$ cat src/rtl/id_ex_elastic_reg_pkg.sv
// Shared field widths, control-bit layout and pack/unpack helpers for the ID->EX register.
package id_ex_pkg;

  localparam int EX_W   = 3;
  localparam int MEM_W  = 3;
  localparam int WB_W   = 2;
  localparam int CTRL_W = EX_W + MEM_W + WB_W;

  // Bit positions inside the packed control word {aluop[1:0], alusrc, memread, memwrite, branch, memtoreg, regwrite}
  localparam int ALUOP_HI = 7;
  localparam int ALUOP_LO = 6;
  localparam int ALUSRC   = 5;
  localparam int MEMREAD  = 4;
  localparam int MEMWRITE = 3;
  localparam int BRANCH   = 2;
  localparam int MEMTOREG = 1;
  localparam int REGWRITE = 0;

  typedef logic [CTRL_W-1:0] ctrl_t;

  localparam ctrl_t CTRL_NOP = 8'h00;

  function automatic ctrl_t ctrl_pack(input logic [EX_W-1:0] ex, input logic [MEM_W-1:0] mem,
                                      input logic [WB_W-1:0] wb);
    return {ex, mem, wb};
  endfunction

  function automatic logic [EX_W-1:0] ctrl_ex(input ctrl_t c);
    return {c[ALUOP_HI:ALUOP_LO], c[ALUSRC]};
  endfunction

  function automatic logic [MEM_W-1:0] ctrl_mem(input ctrl_t c);
    return {c[MEMREAD], c[MEMWRITE], c[BRANCH]};
  endfunction

  function automatic logic [WB_W-1:0] ctrl_wb(input ctrl_t c);
    return {c[MEMTOREG], c[REGWRITE]};
  endfunction

endpackage

$ cat src/rtl/id_ex_elastic_reg_if.sv
// Decode-side and execute-side handshake plus payload bundle of the ID->EX register.
interface id_ex_elastic_reg_if
  import id_ex_pkg::*;
#(
  parameter int XLEN   = 32,
  parameter int REG_AW = 5,
  parameter int ALUC_W = 4,
  parameter int CNT_W  = 16
);
  logic              in_valid;
  logic              in_ready;
  logic              hazard_stall;
  logic              flush;
  logic [XLEN-1:0]   in_pc, in_rs1_data, in_rs2_data, in_imm;
  logic [EX_W-1:0]   in_ex;
  logic [MEM_W-1:0]  in_mem;
  logic [WB_W-1:0]   in_wb;
  logic [REG_AW-1:0] in_rs1, in_rs2, in_rd;
  logic [ALUC_W-1:0] in_aluc;

  logic              out_valid;
  logic              out_ready;
  logic [XLEN-1:0]   out_pc, out_rs1_data, out_rs2_data, out_imm;
  logic [EX_W-1:0]   out_ex;
  logic [MEM_W-1:0]  out_mem;
  logic [WB_W-1:0]   out_wb;
  logic [REG_AW-1:0] out_rs1, out_rs2, out_rd;
  logic [ALUC_W-1:0] out_aluc;
  logic [CNT_W-1:0]  bubble_cnt;

  modport slave (
    input  in_valid, hazard_stall, flush, in_pc, in_rs1_data, in_rs2_data, in_imm,
           in_ex, in_mem, in_wb, in_rs1, in_rs2, in_rd, in_aluc, out_ready,
    output in_ready, out_valid, out_pc, out_rs1_data, out_rs2_data, out_imm,
           out_ex, out_mem, out_wb, out_rs1, out_rs2, out_rd, out_aluc, bubble_cnt
  );

  modport master (
    output in_valid, hazard_stall, flush, in_pc, in_rs1_data, in_rs2_data, in_imm,
           in_ex, in_mem, in_wb, in_rs1, in_rs2, in_rd, in_aluc, out_ready,
    input  in_ready, out_valid, out_pc, out_rs1_data, out_rs2_data, out_imm,
           out_ex, out_mem, out_wb, out_rs1, out_rs2, out_rd, out_aluc, bubble_cnt
  );

endinterface

$ cat src/rtl/id_ex_elastic_reg_skid.sv
// Generic valid/ready register: one main entry plus an optional skid entry, with flush.
module pipe_skid_reg #(
  parameter int W       = 8,
  parameter bit SKID_EN = 1'b1
) (
  input  logic         clk,
  input  logic         rst,
  input  logic         flush,
  input  logic         stall,
  input  logic         in_valid,
  input  logic [W-1:0] in_data,
  output logic         in_ready,
  output logic         out_valid,
  input  logic         out_ready,
  output logic [W-1:0] out_data
);

  logic         main_valid_r, skid_valid_r, live_r;
  logic [W-1:0] main_data_r, skid_data_r;
  logic         main_load_s, can_take_s, accept_s;

  // Acceptance: live_r keeps in_ready low until the first clock after reset release
  always_comb begin
    main_load_s = ~main_valid_r | out_ready;
    can_take_s  = 1'b0;
    if (SKID_EN) begin
      can_take_s = ~skid_valid_r;
    end else begin
      can_take_s = main_load_s;
    end
    in_ready = live_r & can_take_s & ~stall & ~flush;
    accept_s = in_valid & in_ready;
  end

  // Entry state: the skid entry always drains into main before new input is taken
  always_ff @(posedge clk or posedge rst) begin
    if (rst) begin
      main_valid_r <= 1'b0;
      skid_valid_r <= 1'b0;
      live_r       <= 1'b0;
      main_data_r  <= '0;
      skid_data_r  <= '0;
    end else if (flush) begin
      main_valid_r <= 1'b0;
      skid_valid_r <= 1'b0;
      live_r       <= 1'b1;
    end else begin
      live_r <= 1'b1;
      if (main_load_s) begin
        if (skid_valid_r) begin
          main_data_r  <= skid_data_r;
          main_valid_r <= 1'b1;
          skid_valid_r <= 1'b0;
        end else if (accept_s) begin
          main_data_r  <= in_data;
          main_valid_r <= 1'b1;
        end else begin
          main_valid_r <= 1'b0;
        end
      end else if (accept_s) begin
        skid_data_r  <= in_data;
        skid_valid_r <= 1'b1;
      end
    end
  end

  assign out_valid = main_valid_r;
  assign out_data  = main_data_r;

endmodule

$ cat src/rtl/id_ex_elastic_reg.sv
// ID->EX pipeline register: skid register on the packed payload, NOP gating of control
// fields while empty, and a saturating count of hazard-blocked requests.
module id_ex_elastic_reg
  import id_ex_pkg::*;
#(
  parameter int XLEN    = 32,
  parameter int REG_AW  = 5,
  parameter int ALUC_W  = 4,
  parameter int CNT_W   = 16,
  parameter bit SKID_EN = 1'b1
) (
  input logic               clk,
  input logic               rst,
  id_ex_elastic_reg_if.slave bus
);

  localparam int W = 4 * XLEN + 3 * REG_AW + ALUC_W + CTRL_W;
  localparam logic [CNT_W-1:0] CNT_MAX = '1;
  localparam logic [CNT_W-1:0] CNT_ONE = {{(CNT_W-1){1'b0}}, 1'b1};

  logic [W-1:0]     in_pack_s, out_pack_s;
  logic             out_valid_s;
  ctrl_t            out_ctrl_s, ctrl_gated_s;
  logic [CNT_W-1:0] bubble_cnt_r;

  assign in_pack_s = {bus.in_pc, bus.in_rs1_data, bus.in_rs2_data, bus.in_imm,
                      bus.in_rs1, bus.in_rs2, bus.in_rd, bus.in_aluc,
                      ctrl_pack(bus.in_ex, bus.in_mem, bus.in_wb)};

  pipe_skid_reg #(.W(W), .SKID_EN(SKID_EN)) u_skid (
    .clk      (clk),
    .rst      (rst),
    .flush    (bus.flush),
    .stall    (bus.hazard_stall),
    .in_valid (bus.in_valid),
    .in_data  (in_pack_s),
    .in_ready (bus.in_ready),
    .out_valid(out_valid_s),
    .out_ready(bus.out_ready),
    .out_data (out_pack_s)
  );

  assign {bus.out_pc, bus.out_rs1_data, bus.out_rs2_data, bus.out_imm,
          bus.out_rs1, bus.out_rs2, bus.out_rd, bus.out_aluc, out_ctrl_s} = out_pack_s;

  // An empty stage must look like a NOP to execute, so control is forced to zero
  always_comb begin
    ctrl_gated_s = CTRL_NOP;
    if (out_valid_s) begin
      ctrl_gated_s = out_ctrl_s;
    end else begin
      ctrl_gated_s = CTRL_NOP;
    end
  end

  assign bus.out_valid = out_valid_s;
  assign bus.out_ex    = ctrl_ex(ctrl_gated_s);
  assign bus.out_mem   = ctrl_mem(ctrl_gated_s);
  assign bus.out_wb    = ctrl_wb(ctrl_gated_s);

  // Bubble counter: a flush in the same cycle overrides the stall and is not counted
  always_ff @(posedge clk or posedge rst) begin
    if (rst) begin
      bubble_cnt_r <= '0;
    end else if (bus.hazard_stall & bus.in_valid & ~bus.flush & (bubble_cnt_r != CNT_MAX)) begin
      bubble_cnt_r <= bubble_cnt_r + CNT_ONE;
    end
  end

  assign bus.bubble_cnt = bubble_cnt_r;

endmodule

$ cat src/flat_wrapper.sv
// flat-port wrapper written by rule: the top's interface ports become plain ports
module id_ex_elastic_reg_flat import id_ex_pkg::*;
#(
  parameter int XLEN    = 32,
  parameter int REG_AW  = 5,
  parameter int ALUC_W  = 4,
  parameter int CNT_W   = 16,
  parameter bit SKID_EN = 1'b1
)
  (clk, rst, bus_in_valid, bus_hazard_stall, bus_flush, bus_in_pc, bus_in_rs1_data, bus_in_rs2_data, bus_in_imm, bus_in_ex, bus_in_mem, bus_in_wb, bus_in_rs1, bus_in_rs2, bus_in_rd, bus_in_aluc, bus_out_ready, bus_in_ready, bus_out_valid, bus_out_pc, bus_out_rs1_data, bus_out_rs2_data, bus_out_imm, bus_out_ex, bus_out_mem, bus_out_wb, bus_out_rs1, bus_out_rs2, bus_out_rd, bus_out_aluc, bus_bubble_cnt);
  id_ex_elastic_reg_if #(.XLEN(XLEN), .REG_AW(REG_AW), .ALUC_W(ALUC_W), .CNT_W(CNT_W)) bus_i ();
  input logic clk;
  input logic rst;
  input wire logic [$bits(bus_i.in_valid)-1:0] bus_in_valid;
  input wire logic [$bits(bus_i.hazard_stall)-1:0] bus_hazard_stall;
  input wire logic [$bits(bus_i.flush)-1:0] bus_flush;
  input wire logic [$bits(bus_i.in_pc)-1:0] bus_in_pc;
  input wire logic [$bits(bus_i.in_rs1_data)-1:0] bus_in_rs1_data;
  input wire logic [$bits(bus_i.in_rs2_data)-1:0] bus_in_rs2_data;
  input wire logic [$bits(bus_i.in_imm)-1:0] bus_in_imm;
  input wire logic [$bits(bus_i.in_ex)-1:0] bus_in_ex;
  input wire logic [$bits(bus_i.in_mem)-1:0] bus_in_mem;
  input wire logic [$bits(bus_i.in_wb)-1:0] bus_in_wb;
  input wire logic [$bits(bus_i.in_rs1)-1:0] bus_in_rs1;
  input wire logic [$bits(bus_i.in_rs2)-1:0] bus_in_rs2;
  input wire logic [$bits(bus_i.in_rd)-1:0] bus_in_rd;
  input wire logic [$bits(bus_i.in_aluc)-1:0] bus_in_aluc;
  input wire logic [$bits(bus_i.out_ready)-1:0] bus_out_ready;
  output wire logic [$bits(bus_i.in_ready)-1:0] bus_in_ready;
  output wire logic [$bits(bus_i.out_valid)-1:0] bus_out_valid;
  output wire logic [$bits(bus_i.out_pc)-1:0] bus_out_pc;
  output wire logic [$bits(bus_i.out_rs1_data)-1:0] bus_out_rs1_data;
  output wire logic [$bits(bus_i.out_rs2_data)-1:0] bus_out_rs2_data;
  output wire logic [$bits(bus_i.out_imm)-1:0] bus_out_imm;
  output wire logic [$bits(bus_i.out_ex)-1:0] bus_out_ex;
  output wire logic [$bits(bus_i.out_mem)-1:0] bus_out_mem;
  output wire logic [$bits(bus_i.out_wb)-1:0] bus_out_wb;
  output wire logic [$bits(bus_i.out_rs1)-1:0] bus_out_rs1;
  output wire logic [$bits(bus_i.out_rs2)-1:0] bus_out_rs2;
  output wire logic [$bits(bus_i.out_rd)-1:0] bus_out_rd;
  output wire logic [$bits(bus_i.out_aluc)-1:0] bus_out_aluc;
  output wire logic [$bits(bus_i.bubble_cnt)-1:0] bus_bubble_cnt;
  assign bus_i.in_valid = bus_in_valid;
  assign bus_i.hazard_stall = bus_hazard_stall;
  assign bus_i.flush = bus_flush;
  assign bus_i.in_pc = bus_in_pc;
  assign bus_i.in_rs1_data = bus_in_rs1_data;
  assign bus_i.in_rs2_data = bus_in_rs2_data;
  assign bus_i.in_imm = bus_in_imm;
  assign bus_i.in_ex = bus_in_ex;
  assign bus_i.in_mem = bus_in_mem;
  assign bus_i.in_wb = bus_in_wb;
  assign bus_i.in_rs1 = bus_in_rs1;
  assign bus_i.in_rs2 = bus_in_rs2;
  assign bus_i.in_rd = bus_in_rd;
  assign bus_i.in_aluc = bus_in_aluc;
  assign bus_i.out_ready = bus_out_ready;
  assign bus_in_ready = bus_i.in_ready;
  assign bus_out_valid = bus_i.out_valid;
  assign bus_out_pc = bus_i.out_pc;
  assign bus_out_rs1_data = bus_i.out_rs1_data;
  assign bus_out_rs2_data = bus_i.out_rs2_data;
  assign bus_out_imm = bus_i.out_imm;
  assign bus_out_ex = bus_i.out_ex;
  assign bus_out_mem = bus_i.out_mem;
  assign bus_out_wb = bus_i.out_wb;
  assign bus_out_rs1 = bus_i.out_rs1;
  assign bus_out_rs2 = bus_i.out_rs2;
  assign bus_out_rd = bus_i.out_rd;
  assign bus_out_aluc = bus_i.out_aluc;
  assign bus_bubble_cnt = bus_i.bubble_cnt;
  id_ex_elastic_reg #(.XLEN(XLEN), .REG_AW(REG_AW), .ALUC_W(ALUC_W), .CNT_W(CNT_W), .SKID_EN(SKID_EN)) u_core (.clk(clk), .rst(rst), .bus(bus_i));
endmodule
$ cat config.mk
export PLATFORM = sky130hd
export DESIGN_NAME = id_ex_elastic_reg_flat
export DESIGN_NICKNAME = d
export VERILOG_FILES = /design/src/rtl/id_ex_elastic_reg_pkg.sv /design/src/rtl/id_ex_elastic_reg_if.sv /design/src/rtl/id_ex_elastic_reg_skid.sv /design/src/rtl/id_ex_elastic_reg.sv /design/src/flat_wrapper.sv
export SDC_FILE = /design/constraint.sdc
export NUM_CORES = 1
export LEC_CHECK = 0
export CORE_UTILIZATION = 30
export CTS_CLUSTER_DIAMETER = 100
export DETAILED_ROUTE_END_ITERATION = 7
export PLACE_DENSITY = 0.64
export SKIP_LAST_GASP = 1
export SYNTH_ARGS = -nofsm -noshare
export SYNTH_HDL_FRONTEND = slang
export SYNTH_HIERARCHICAL = 1
export SYNTH_SLANG_ARGS = --single-unit
$ cat constraint.sdc
create_clock -name clk -period 21.3 [get_ports clk]
set_input_delay 4.26 -clock clk [delete_from_list [all_inputs] [get_ports clk]]
set_output_delay 4.26 -clock clk [all_outputs]
set_load 0.05 [all_outputs]
==> impl_metrics.json, run 1 <==
{
  "first_pass_iters": 4,
  "n_antenna_cell": 0,
  "hold_violations": 0,
  "critPathBufInv": 2,
  "cts_buffers": 41,
  "yosys_warnings": 6,
  "wl_mm": 35.4,
  "period_share_pct": 48.7,
  "coreArea_mm2": 0.0492,
  "layout-drive-gt1-share_pct": 41.8,
  "place_congestion": 0.774,
  "synthTopCellsByArea": "dfrtp_1 55%, mux2_2 23%, mux2_4 15%",
  "utilization_pct": 41.0,
  "drtIter0Drc": 305,
  "synthCells": 922,
  "critPathTopFamily": "buffers and inverters",
  "cp-endpoint": "bus_in_ready",
  "crit_type": "input port to output port",
  "synthToLayoutAreaGrowth_pct": 34.0,
  "io_buffers": 333,
  "switching_power_w": 0.000661,
  "rsz0062_at_grt": "no",
  "power_density_mw_per_mm2": 98.8,
  "critical_path_required_ps": 17040,
  "peakVddDrop_uv": 69.9,
  "outcome": "finished clean",
  "end_kind": "output port",
  "track_usage_pct": 14.0,
  "clock_path_buffers": 3,
  "cp_num_cells": 3,
  "cts_htree_levels": 2,
  "timing.rr.start": "u_core/u_skid/skid_valid_r",
  "pwr-share-comb_pct": 28.5,
  "cts_hold_buffers": 0,
  "hold_path_class": "flop to flop",
  "io_pins": 334,
  "start_util_pct": 30.6,
  "critPathMaxFanout": 8,
  "wl_per_cell_um": 18.2,
  "crit_top_cell": "clkdlybuf4s50_1",
  "post-cts-setup-buffer-count": 0,
  "synth_largest_area_cell": "dfrtp_1",
  "tightest_slew_ps": 1020,
  "power.leakage_nw": 9.15,
  "gr-total-overflow": 0,
  "cts_root_buf": "clkbuf_16",
  "rrSetupSlack_ps": 17750,
  "r2r.worst_path.cells": 5,
  "dp_hpwl_mm": 22.5,
  "syn_avg_cell_area_um2": 16.3,
  "setup_viol": 0,
  "fmax_mhz": 96.5,
  "cts_tree": "yes",
  "synth_top_area_share_pct": 54.8,
  "worst_clock_skew_ps": 20.5,
  "die_w_um": 226,
  "via_per_inst": 4.49,
  "rows": 81,
  "mappedNetlistNets": 1084,
  "p_int_w": 0.00133,
  "path_clk_slew_ps": 60,
  "finalMaxSlewViolations": 0,
  "grt_pass1_vias": 9478,
  "clock_latency_ps": 540,
  "grt_pass1_wl_mm": 55.5,
  "crit_arrival_ps": 6110,
  "synth_cell_types": 35,
  "dieArea_mm2": 0.0510,
  "slowest_delay_ps": 870,
  "critPathLaunchType": "input port",
  "cts_num_sinks": 329,
  "ys_seq_area_share_pct": 54.8,
  "drc": 0,
  "crit_chain": "clkdlybuf4s50_1 > nor4b_4 > clkdlybuf4s50_1",
  "cp-startpoint": "bus_flush",
  "drv_cap": 0,
  "die_h_um": 226,
  "cts.repair.resized": 0,
  "ys_ff_latch": 329,
  "syn_area_mm2": 0.0150,
  "nets": 1419,
  "switching_share_pct": 33.2,
  "p_seq_share_pct": 37.8,
  "max-slew-margin-rel_pct": 32.0,
  "vias": 8736,
  "antenna_found_initial": 1,
  "clkPwrFrac_pct": 33.7,
  "grt_max_degree": 127,
  "fillers": 4583,
  "period_needed_ps": 10370,
  "r2r-end": "u_core/u_skid/skid_data_r[128]",
  "final.setup.tns_ps": 0,
  "crit_path_top_delay_cell": "clkdlybuf4s50_1",
  "drtAntennaViolNets": 0
}
through the flow:
stage | hold WS (ps) | instance area [µm²] | std cells | setup WS (ps) | power, W
finish | 494 | 20100 | 1946 | 10930 | 0.00199
global route | 508 | 20100 | 1946 | 10870 | 0.00208
CTS | 492 | 20100 | 1946 | 10950 | 0.00202
detailed placement | 478 | 18800 | 1878 | 10960 | 0.00133
global placement | 470 | 18800 | 1878 | 10980 | 0.00133
floorplan | 473 | 15000 | 922 | 8380 | 0.00111
cells in the mapped netlist (all sizes together):
library cell,count
a21oi,2
and2,8
and3,1
and3b,1
buf,38
clkbuf,14
conb,1
dfrtp,329
ha,1
inv,5
mux2,466
nand2,4
nand2b,2
nand3,5
nand3b,1
nand4,3
nor2,5
nor3,5
nor3b,5
nor4,5
nor4b,3
nor4bb,1
o211a,1
or3,2
xnor2,2
xor2,12
how the worst min path moves through the flow:
stage,cells past startpoint,from,slack (ps),end
2_1_floorplan,1,u_core/u_skid/out_data[0],470,u_core/u_skid/out_data[0]
3_3_place_gp,1,u_core/u_skid/out_data[142],470,u_core/u_skid/out_data[142]
3_5_place_dp,1,u_core/u_skid/out_data[143],480,u_core/u_skid/out_data[143]
4_1_cts,1,u_core/u_skid/out_data[143],490,u_core/u_skid/out_data[143]
5_1_grt,1,u_core/u_skid/out_data[4],510,u_core/u_skid/out_data[4]
6_report,1,u_core/u_skid/out_data[143],490,u_core/u_skid/out_data[143]
cell families after synthesis:
kind of cell | synth area share [%]
AO/OA/AOI/OAI | 0.133
adder cells (fa/ha/maj) | 0.0832
AND/OR/NAND/NOR | 2.36
XOR/XNOR | 0.816
multiplexers | 38.7
other | 0.0249
flip-flops | 54.8
buffers and inverters | 3.15
flip-flops by register name, indices dropped and copies added, names as in the netlist:
signal	cells
u_core/u_skid/live_r	1
u_core/u_skid/out_data	155
u_core/u_skid/skid_data_r	155
u_core/bus.bubble_cnt	16
u_core/u_skid/out_valid	1
u_core/u_skid/skid_valid_r	1
area by class of cell:
type                    instances  area, µm²  share of cell area [%]
clock buffers                  58       1170                    5.81
clock inverters                10        121                   0.603
flip-flops and latches        329       8240                    40.9
inverters                       5       26.3                   0.130
well taps                     664        831                    4.12
repair buffers                344       3420                    17.0
multi-input cells             536       6340                    31.5
placed cells by master (no fill, tap or decap), types with 3 or more instances in the layout:
master / Yosys / layout
xor2_1: 12 / 12
nand3_1: 3 / 3
clkbuf_1: 14 / 10
buf_4: 0 / 11
inv_1: 5 / 4
nand4_1: 3 / 3
nor2_1: 4 / 4
nor4_1: 4 / 4
mux2_4: 150 / 150
clkbuf_16: 0 / 42
nor3_1: 5 / 5
dfrtp_1: 329 / 328
mux2_1: 9 / 9
clkinv_2: 0 / 4
clkdlybuf4s50_1: 0 / 333
and2_1: 8 / 8
nand2_1: 4 / 4
mux2_2: 307 / 307
clkbuf_8: 0 / 6
nor3b_1: 5 / 5
metal layers:
layer	part of all wire, %	track usage, %	vias up
met2	46	21.8	252
met3	9.4	5.67	54
met5	0.037	0	-
met1	42	17.7	4457
met4	1.8	3.75	2
li1	-	-	3971
worst register-to-register path: stages, from the launching register on:
cell	delay (ps)
dfrtp_4	1010
nor4b_4	160
nand3_4	280
buf_4	770
buf_4	810
mux2_2	420
power groups by stage:
stage | clock [W] | combinational (W) | sequential [W]
floorplan | 0 | 0.000103 | 0.00101
global placement | 0 | 0.000568 | 0.000759
detailed placement | 0 | 0.000572 | 0.000762
CTS | 0.000697 | 0.000574 | 0.000753
global route | 0.000722 | 0.000590 | 0.000763
finish | 0.000671 | 0.000567 | 0.000752
No activity file was read; power rests on OpenSTA's default activity.
==> run 2, diff against run 1 <==
==> constraint.sdc (replaced) <==
create_clock -name clk -period 10.4 [get_ports clk]
set_input_delay 2.08 -clock clk [delete_from_list [all_inputs] [get_ports clk]]
set_output_delay 2.08 -clock clk [all_outputs]
set_load 0.05 [all_outputs]
==> impl_metrics.json, run 2 (synthesized netlist as in run 1, its figures left out) <==
{
  "crit_path_top_delay_cell": "clkdlybuf4s50_1",
  "drc": 0,
  "die_w_um": 226,
  "crit_type": "input port to output port",
  "final_common_cell": "clkdlybuf4s50_1",
  "slowest_delay_ps": 870,
  "min_to": "u_core/u_skid/out_data[141]",
  "crit_arrival_ps": 3910,
  "utilization_pct": 41.0,
  "max-slew-margin-rel_pct": 24.7,
  "timing.rr.start": "u_core/u_skid/skid_valid_r",
  "hold_violations": 0,
  "die_h_um": 226,
  "cts_hold_buffers": 0,
  "final.setup.tns_ps": 0,
  "cts_htree_levels": 2,
  "crit_chain": "clkdlybuf4s50_1 > nor4b_4 > clkdlybuf4s50_1",
  "worst_clock_skew_ps": 16.4,
  "gr-total-overflow": 0,
  "setup_viol": 0,
  "power_density_mw_per_mm2": 202,
  "power.leakage_nw": 9.16,
  "grt_pass1_vias": 9384,
  "fmax_mhz": 167,
  "io_buffers": 333,
  "cp_num_cells": 3,
  "wl_per_cell_um": 17.6,
  "period_needed_ps": 5990,
  "hold_path_class": "flop to flop",
  "critPathMaxFanout": 8,
  "finalHoldWorstSlack_ps": 487,
  "setup_slack_ps": 4410,
  "coreArea_mm2": 0.0492,
  "dp_hpwl_mm": 21.5,
  "track_usage_pct": 13.4,
  "start_util_pct": 30.6,
  "outcome": "finished clean",
  "critPathTopFamily": "buffers and inverters",
  "rsz0062_at_grt": "no",
  "drtAntennaViolNets": 0,
  "critPathBufInv": 2,
  "antenna_found_initial": 1,
  "final_area_mm2": 0.0202,
  "fillers": 4580,
  "cts_buffers": 40,
  "post-place-ws_ps": 4430,
  "tightest_slew_ps": 1130,
  "cts.repair.resized": 0,
  "peakVddDrop_uv": 152,
  "synthToLayoutAreaGrowth_pct": 34.2,
  "cts_tree": "yes",
  "place_congestion": 0.772,
  "cts_num_sinks": 329,
  "vias": 8662,
  "crit_top_cell": "clkdlybuf4s50_1",
  "grt_pass1_wl_mm": 53.4,
  "io_pins": 334,
  "dpl_cell_area_mm2": 0.0189,
  "final_cell_mix": "333 x clkdlybuf4s50_1, 328 x dfrtp_1, 307 x mux2_2",
  "worstHoldStart": "u_core/u_skid/out_data[141]",
  "drv_cap": 0,
  "cts_root_buf": "clkbuf_16",
  "nets": 1414,
  "end_kind": "output port",
  "period_share_pct": 57.6,
  "rrSetupSlack_ps": 7430,
  "r2r.worst_path.cells": 4,
  "r2r-end": "u_core/u_skid/skid_data_r[126]",
  "worstHoldPathCells": 1,
  "clock_path_buffers": 3,
  "path_clk_slew_ps": 50,
  "clock_latency_ps": 540,
  "via_per_inst": 4.46,
  "rows": 81,
  "finalMaxSlewViolations": 0,
  "wl_mm": 34.3,
  "first_pass_iters": 6,
  "post-cts-setup-buffer-count": 0,
  "critical_path_required_ps": 8320,
  "critPathLaunchType": "input port",
  "layout-drive-gt1-share_pct": 41.8,
  "grt_max_degree": 156,
  "drtIter0Drc": 322,
  "dieArea_mm2": 0.0510
}
==> run 2: changes by cell type in the layout (fill, tap and decap cells not counted) <==
cell        previous run  this run
buf_4                 11         3
buf_12                 0         4
clkbuf_8               6        10
clkbuf_1              10         8
clkinv_2               4         6
clkbuf_16             42        41
clkinv_4               2         1
clkinv_8               1         0
clkinvlp_4             1         2
diode_2                0         1
inv_8                  1         0
==> run 2: layout make-up <==
type | instances | area, µm² | share of cell area [%]
Antenna cell | 1 | 2.50 | 0.0124
Clock buffer | 59 | 1190 | 5.92
Clock inverter | 10 | 106 | 0.527
Inverter | 5 | 22.5 | 0.112
Multi-Input combinational cell | 536 | 6340 | 31.4
Sequential cell | 329 | 8240 | 40.8
Tap cell | 664 | 831 | 4.12
Timing Repair Buffer | 340 | 3440 | 17.0
==> run 2: where the power goes <==
group | switching, W | internal (W)
clock | 0.000532 | 0.000840
sequential | 0.0000917 | 0.00145
combinational | 0.000714 | 0.000445
==> run 2: worst reg2reg max path, cell delays in order, from the launching register on <==
cell,delay (ps)
dfrtp_4,870
nor4b_4,140
nand3_4,410
buf_4,900
mux2_2,540
==> run 2: how the worst max path moves through the flow <==
stage / from / endpoint
final: bus_flush / bus_in_ready
after global routing: bus_flush / bus_in_ready
after CTS: bus_flush / bus_in_ready
after detailed placement: bus_flush / bus_in_ready
after global placement: bus_flush / bus_in_ready
after floorplan: rst / u_core/u_skid/live_r
==> run 2: per-stage QoR <==
stage | std cells | total power [W]
3_3_place_gp | 1874 | 0.00271
4_1_cts | 1943 | 0.00414
3_5_place_dp | 1874 | 0.00273
6_report | 1944 | 0.00407
2_1_floorplan | 922 | 0.00228
5_1_grt | 1943 | 0.00424
==> run 2: metal layers <==
metal  global-route usage, %  routed length [µm]  share of wire [%]  vias to the layer above
met5                       0                  13              0.038                        -
met4                    4.41                 707                2.1                        2
met3                    5.92                3700                 11                       45
met2                    21.0               15600                 46                      264
met1                    16.4               14200                 42                     4394
li1                        -                   -                  -                     3957
==> run 3, diff against run 2 <==
==> constraint.sdc (replaced) <==
create_clock -name clk -period 6.15 [get_ports clk]
set_input_delay 1.23 -clock clk [delete_from_list [all_inputs] [get_ports clk]]
set_output_delay 1.23 -clock clk [all_outputs]
set_load 0.05 [all_outputs]
==> impl_metrics.json, run 3 (synthesized netlist as in run 1, its figures left out) <==
{
  "fmax_mhz": 234,
  "worst_clock_skew_ps": 13.4,
  "rsz0062_at_grt": "no",
  "critPathBufInv": 2,
  "setup_slack_ps": 1870,
  "wl_per_cell_um": 17.8,
  "fillers": 4561,
  "start_util_pct": 30.6,
  "final_area_mm2": 0.0203,
  "critPathTopFamily": "buffers and inverters",
  "cts_buffers": 40,
  "drtAntennaViolNets": 0,
  "track_usage_pct": 13.6,
  "finalMaxSlewViolations": 0,
  "via_per_inst": 4.50,
  "period_share_pct": 69.5,
  "grt_max_degree": 156,
  "end_kind": "output port",
  "hold_path_class": "flop to flop",
  "final_cell_mix": "333 x clkdlybuf4s50_1, 328 x dfrtp_1, 307 x mux2_2",
  "power.leakage_nw": 9.21,
  "power_density_mw_per_mm2": 344,
  "coreArea_mm2": 0.0492,
  "first_pass_iters": 4,
  "clock_latency_ps": 550,
  "dpl.cell_count": 1877,
  "critPathLaunchType": "input port",
  "synthToLayoutAreaGrowth_pct": 34.9,
  "stdcell_count": 1950,
  "io_pins": 334,
  "grt_pass1_vias": 9754,
  "cts_htree_levels": 2,
  "worstHoldPathCells": 1,
  "wl_mm": 34.7,
  "drtIter0Drc": 332,
  "io_buffers": 333,
  "clock_path_buffers": 3,
  "crit_chain": "clkdlybuf4s50_1 > nor4b_4 > clkdlybuf4s50_1",
  "antenna_found_initial": 1,
  "hold_violations": 0,
  "slowest_delay_ps": 860,
  "place_congestion": 0.776,
  "cts.repair.resized": 0,
  "nets": 1417,
  "post-place-ws_ps": 1890,
  "final.setup.tns_ps": 0,
  "peakVddDrop_uv": 280,
  "vias": 8781,
  "drv_cap": 0,
  "dpl_cell_area_mm2": 0.0189,
  "crit_type": "input port to output port",
  "dp_hpwl_mm": 21.8,
  "outcome": "finished clean",
  "cts_hold_buffers": 0,
  "setup_viol": 0,
  "cts_num_sinks": 329,
  "period_needed_ps": 4280,
  "grt_pass1_wl_mm": 54.8,
  "gr-total-overflow": 0,
  "layout-drive-gt1-share_pct": 42.2,
  "dieArea_mm2": 0.0510,
  "crit_path_top_delay_cell": "clkdlybuf4s50_1",
  "post-cts-setup-buffer-count": 0,
  "rows": 81,
  "cp_num_cells": 3,
  "crit_arrival_ps": 3050,
  "path_clk_slew_ps": 60,
  "tightest_slew_ps": 1020,
  "drc": 0,
  "crit_top_cell": "clkdlybuf4s50_1",
  "final_common_cell": "clkdlybuf4s50_1",
  "die_w_um": 226,
  "critPathMaxFanout": 8,
  "cts_tree": "yes",
  "critical_path_required_ps": 4920,
  "die_h_um": 226,
  "cts_root_buf": "clkbuf_16",
  "r2r.worst_path.cells": 5,
  "max-slew-margin-rel_pct": 32.1
}
-- run 3: cell count changes in the layout (fill, tap and decap cells not counted), moves of 2 or more --
cell	delta
buf_12	+2
clkbuf_8	-2
bufinv_16	+2
inv_6	+3
-- run 3: layout make-up --
class,count,area [µm²],share of cell area (%)
flip-flops and latches,329,8240,40.6
multi-input cells,536,6340,31.3
repair buffers,343,3480,17.2
clock buffers,55,1140,5.61
well taps,664,831,4.10
clock inverters,17,219,1.08
inverters,5,22.5,0.111
diodes,1,2.50,0.0123
-- run 3: report_power, final --
part	internal, W	total [W]	switching [W]	leakage [nW]
registers	0.00244	0.00260	0.000155	4.30
logic	0.000752	0.00196	0.00121	4.24
clock network	0.00147	0.00241	0.000942	0.666
-- run 3: metrics by stage --
stage / hold slack (ps) / utilization [%] / power [W]
global route: 505 / 41.2 / 0.00726
global placement: 470 / 38.5 / 0.00459
detailed placement: 479 / 38.5 / 0.00461
finish: 486 / 41.2 / 0.00697
floorplan: 473 / - / 0.00385
CTS: 492 / 41.2 / 0.00709
-- run 3: metal layers --
layer / vias to the layer above / share of wire (%) / global-route usage [%]
met5: - / 0.037 / 0
met4: 2 / 2.0 / 4.26
met3: 51 / 9.7 / 5.74
met2: 250 / 46 / 21.8
met1: 4507 / 42 / 16.5
li1: 3971 / - / -
-- run 3: worst paths after layout --
kind	startpoint	endpoint	slack (ps)
worst min-delay path	u_core/u_skid/out_data[141]	u_core/u_skid/out_data[141]	490
min in group asynchronous	rst	u_core/u_skid/out_data[8]	1100
worst min register to register	u_core/u_skid/out_data[141]	u_core/u_skid/out_data[141]	490
worst max register to register	u_core/u_skid/skid_valid_r	u_core/u_skid/skid_data_r[79]	3290
max in group asynchronous	rst	u_core/u_skid/out_data[88]	3830
worst max-delay path	bus_flush	bus_in_ready	1870
==> patch 1, RTL diff (flow settings as in run 3) <==
`ALUC_W` is set to 4 in 3 places; all go to 3.
--- a/src/rtl/id_ex_elastic_reg_if.sv
+++ b/src/rtl/id_ex_elastic_reg_if.sv
@@ -4,7 +4,7 @@
 #(
   parameter int XLEN   = 32,
   parameter int REG_AW = 5,
-  parameter int ALUC_W = 4,
+  parameter int ALUC_W = 3,
   parameter int CNT_W  = 16
 );
   logic              in_valid;
--- a/src/rtl/id_ex_elastic_reg.sv
+++ b/src/rtl/id_ex_elastic_reg.sv
@@ -5,7 +5,7 @@
 #(
   parameter int XLEN    = 32,
   parameter int REG_AW  = 5,
-  parameter int ALUC_W  = 4,
+  parameter int ALUC_W  = 3,
   parameter int CNT_W   = 16,
   parameter bit SKID_EN = 1'b1
 ) (
--- a/src/flat_wrapper.sv
+++ b/src/flat_wrapper.sv
@@ -3,7 +3,7 @@
 #(
   parameter int XLEN    = 32,
   parameter int REG_AW  = 5,
-  parameter int ALUC_W  = 4,
+  parameter int ALUC_W  = 3,
   parameter int CNT_W   = 16,
   parameter bit SKID_EN = 1'b1
 )
Ports: changed (resized bus_in_aluc and bus_out_aluc); port bits go from 334 to 332. No check against the original RTL was run, so the function may have changed too.
==> patch 1 against run 3 <==
- largest cell class unchanged
- wire length hardly changed
- power is 0.73% lower
- sequential cell count is 2 lower
- area after synthesis is 1.6% lower
- setup slack worse by 0.022 ns
- clock power is 3% lower
- final area is 1.4% lower
- die area is 1.6% lower
==> patch 1: results <==
[finish]
drive_above_1_share = 0.427
layout.nets = 1407
fill_cells = 4479

[setup_path]
crit_path_top_delay_cell = clkdlybuf4s50_1
crit_path_end = bus_in_ready
critPathMaxStageDelay_ns = 0.87
ff2ff_path_depth = 4
reg2reg_setup_slack_ns = 2.77
arrival_ns = 3.07
reg2reg_to = u_core/u_skid/out_data[125]$_DFFE_PP0P_

[synthesis]
ys_warn_count = 6
synth_compound_area_frac = 0.00135
async_flop_share = 1.00
ys_top_cells_by_count = mux2_2 (343), dfrtp_1 (327), mux2_4 (120)
yosys.area_share.xor_xnor = 0.00829
synth_cell_types = 36
synth_mux_area_frac = 0.383
ys_seq_area_frac = 0.553
syn_nets = 1077
yosys.area_share.adder = 0.000846
synth_area_leaders = dfrtp_1 (55%), mux2_2 (26%), mux2_4 (12%)

[global_route]
grt_usage = 0.140
use_met2 = 0.217
first_global_vias = 9624
grt_first_pass_wirelength_um = 55100
grt_max_degree = 160
grtUsageMet3 = 0.0603
use_met1 = 0.176
antenna_found_initial = 2

[routing]
wl_per_cell_um = 17.9
first_pass_iters = 4
met2WireLength_um = 15600
drtIter0Drc = 344
num_vias = 8681
wl_met1_um = 15100
dr_wl_met3_um = 3320

[pwr]
combinationalPower_w = 0.00200
switching_share = 0.330
leakagePower_nw = 8.97
pg_clk_w = 0.00233
irDropWorstVdd_mv = 0.250

[clock_tree]
hold_buffers = 0
htree_levels = 2
cts_made_buffers = 40
cts_root_buf = clkbuf_16
cts_resized = 0
clkSlewWorstSetupHoldPaths_ns = 0.05

[place]
dpl_cell_area_um2 = 18700
portBuffers = 331
place_congestion = 0.733
hpwlAfterDp_um = 22000

[min_path]
holdPathEnd = u_core/u_skid/skid_data_r[108]$_DFFE_PP0P_
min_from = u_core/u_skid/skid_data_r[108]$_DFFE_PP0P_
hp-class = flip-flop to flip-flop
holdPathStages = 1

[sta]
finalSetupViolations = 0
fin_skew_ns = 0.0153
worst_pin_slew_ns = 1.01

[run_status]
status = complete, no violations
==> patch 1: through the flow <==
step	total power [W]	utilization	cells	hold slack, ns	setup WS (ns)
floorplan	0.00388	-	916	0.474	0.779
CTS	0.00705	0.410	1937	0.502	1.86
finish	0.00692	0.410	1938	0.500	1.85
detailed placement	0.00464	0.383	1868	0.489	1.87
global placement	0.00462	0.383	1868	0.480	1.88
global route	0.00724	0.410	1937	0.513	1.78
==> patch 1: kinds of logic after synthesis <==
family,count (synthesis)
compound gates,3
mux,463
flops,327
buf+inv,56
other cells,1
simple gates,51
fa+ha+maj,1
xor+xnor,14
==> patch 1: final cells by class <==
class	count	area, um^2	area share
Antenna cell	1	2.50	0.000125
Clock buffer	58	1180	0.0590
Clock inverter	11	116	0.00582
Inverter	5	22.5	0.00113
Multi-Input combinational cell	533	6200	0.310
Sequential cell	327	8190	0.410
Tap cell	664	831	0.0416
Timing Repair Buffer	339	3450	0.173
==> patch 2, RTL diff (flow settings as in run 3) <==
Made on the original files. Make the reset (`rst`) synchronous in 2 clocked blocks.
--- a/src/rtl/id_ex_elastic_reg_skid.sv
+++ b/src/rtl/id_ex_elastic_reg_skid.sv
@@ -33,7 +33,7 @@
   end
 
   // Entry state: the skid entry always drains into main before new input is taken
-  always_ff @(posedge clk or posedge rst) begin
+  always_ff @(posedge clk) begin
     if (rst) begin
       main_valid_r <= 1'b0;
       skid_valid_r <= 1'b0;
--- a/src/rtl/id_ex_elastic_reg.sv
+++ b/src/rtl/id_ex_elastic_reg.sv
@@ -59,7 +59,7 @@
   assign bus.out_wb    = ctrl_wb(ctrl_gated_s);
 
   // Bubble counter: a flush in the same cycle overrides the stall and is not counted
-  always_ff @(posedge clk or posedge rst) begin
+  always_ff @(posedge clk) begin
     if (rst) begin
       bubble_cnt_r <= '0;
     end else if (bus.hazard_stall & bus.in_valid & ~bus.flush & (bubble_cnt_r != CNT_MAX)) begin
Function: not settled (the Yosys comparison gave no result); the edit may change what the design does.
==> patch 2 against run 3 <==
- wire length up 47%
- sequential share of layout area down 6.5 points
- clock skew up 0.0084 ns
- area after synthesis down 3.3%
- setup slack worse by 0.072 ns
- final area down 4.7%
- final cell count up 23%
- first-iteration DRC count rose to 3.7 times the old value
- sequential cell count unchanged
- highest routed layer unchanged
Power is not compared: it rests on default switching activity, and its combinational part moved more than twofold at a synthesized area within 25%.
==> patch 2: results <==
[setup_path]
critPathMaxStageDelay_ns = 0.60
critPathMaxFanout = 55
reg2reg_setup_slack_ns = 3.02
reg2reg_from = u_core/u_skid/out_valid$_SDFFE_PP0P_
crit_path_top_delay_cell = or4b_4
arrival_ns = 3.12
ff2ff_path_depth = 4
reg2reg_to = u_core/u_skid/out_data[71]$_SDFFE_PP0P_

[synthesis]
async_flop_share = 0
synth_area_leaders = dfxtp_1 (45%), o221a_2 (12%), nand3_1 (11%)
yosys.area_share.adder = 0.000861
synth_compound_area_frac = 0.237
ys_seq_area_frac = 0.453
synth_mux_area_frac = 0.111
syn_inst = 1555
yosys.area_share.xor_xnor = 0
synth.top_cell.area_share = 0.453
synth_cell_types = 43
ys_top_cells_by_count = dfxtp_1 (329), nand3_1 (314), a21oi_1 (164)
syn_nets = 1717

[finish]
drive_above_1_share = 0.143
layout.nets = 1918
fill_cells = 4647
fin_cells = 2407

[place]
hpwlAfterDp_um = 29100
place_congestion = 0.822
post-place-cells = 2329
pre_cts_ws_ns = 1.78

[min_path]
holdPathEnd = u_core/u_skid/skid_data_r[4]$_SDFFE_PP0P_
min_from = u_core/u_skid/skid_data_r[4]$_SDFFE_PP0P_

[routing]
num_vias = 13635
wl_um = 51000
first_pass_iters = 6
drtIter0Drc = 1221

[global_route]
antenna_found_initial = 10
first_global_vias = 13211

[sta]
slew_headroom = 0.119

[run_status]
status = complete, no violations
patch 2: changes by cell type after synthesis, sizes merged, moves of 12 or more:
cell	before	now
mux2	466	4
dfrtp	329	0
dfxtp	0	329
nand3	5	315
a21oi	2	164
mux2i	0	156
o21ai	0	156
o221a	0	155
clkbuf	14	144
buf	38	50
xor2	12	0
patch 2: metrics by stage:
| stage | hold slack (ns) | utilization | cell area, um^2 | power (W) |
|---|---|---|---|---|
| finish | 0.473 | 0.405 | 19300 | 0.00504 |
| global route | 0.487 | 0.405 | 19300 | 0.00521 |
| CTS | 0.474 | 0.404 | 19300 | 0.00510 |
| detailed placement | 0.466 | 0.377 | 18000 | 0.00267 |
| global placement | 0.459 | 0.377 | 18000 | 0.00267 |
| floorplan | 0.454 | - | 14500 | 0.00246 |
patch 2: cells by family after synthesis:
logic type | after synthesis
flops | 329
simple gates | 377
compound gates | 487
fa+ha+maj | 1
mux | 160
buf+inv | 201
patch 2: cell type report:
type	instances	area, um^2	area share
clock buffers	54	1100	0.0571
flip-flops and latches	329	6590	0.341
repair buffers	353	3530	0.183
clock inverters	15	218	0.0113
diodes	9	22.5	0.00117
multi-input cells	1025	7060	0.365
inverters	7	33.8	0.00175
well taps	615	769	0.0398
patch 2: worst max path at each step:
| stage | startpoint | to | slack [ns] | depth (start not counted) |
|---|---|---|---|---|
| 2_1_floorplan | bus_flush | bus_in_ready | 2.64 | 4 |
| 3_3_place_gp | bus_flush | bus_in_ready | 1.80 | 4 |
| 3_5_place_dp | bus_flush | bus_in_ready | 1.78 | 4 |
| 4_1_cts | bus_flush | bus_in_ready | 1.78 | 4 |
| 5_1_grt | bus_flush | bus_in_ready | 1.70 | 4 |
| 6_report | bus_flush | bus_in_ready | 1.80 | 4 |
patch 2: worst min-delay path, cell delays in order (launching register included):
cell and delay (ns):
dfxtp_1 0.30, o21ai_0 0.06, a21oi_1 0.06
patch 2: power by group through the flow:
stage	clock network (W)	logic, W	registers (W)
floorplan	0	0.000169	0.00229
global placement	0	0.000450	0.00222
detailed placement	0	0.000456	0.00222
CTS	0.00247	0.000457	0.00217
global route	0.00255	0.000485	0.00217
finish	0.00241	0.000458	0.00217
patch 2: layer usage:
metal	wire, um	track usage	vias up
met5	11	0	-
met4	1550	0.0894	2
met3	3440	0.0421	83
met2	24200	0.317	544
met1	21900	0.257	6718
li1	-	-	6288
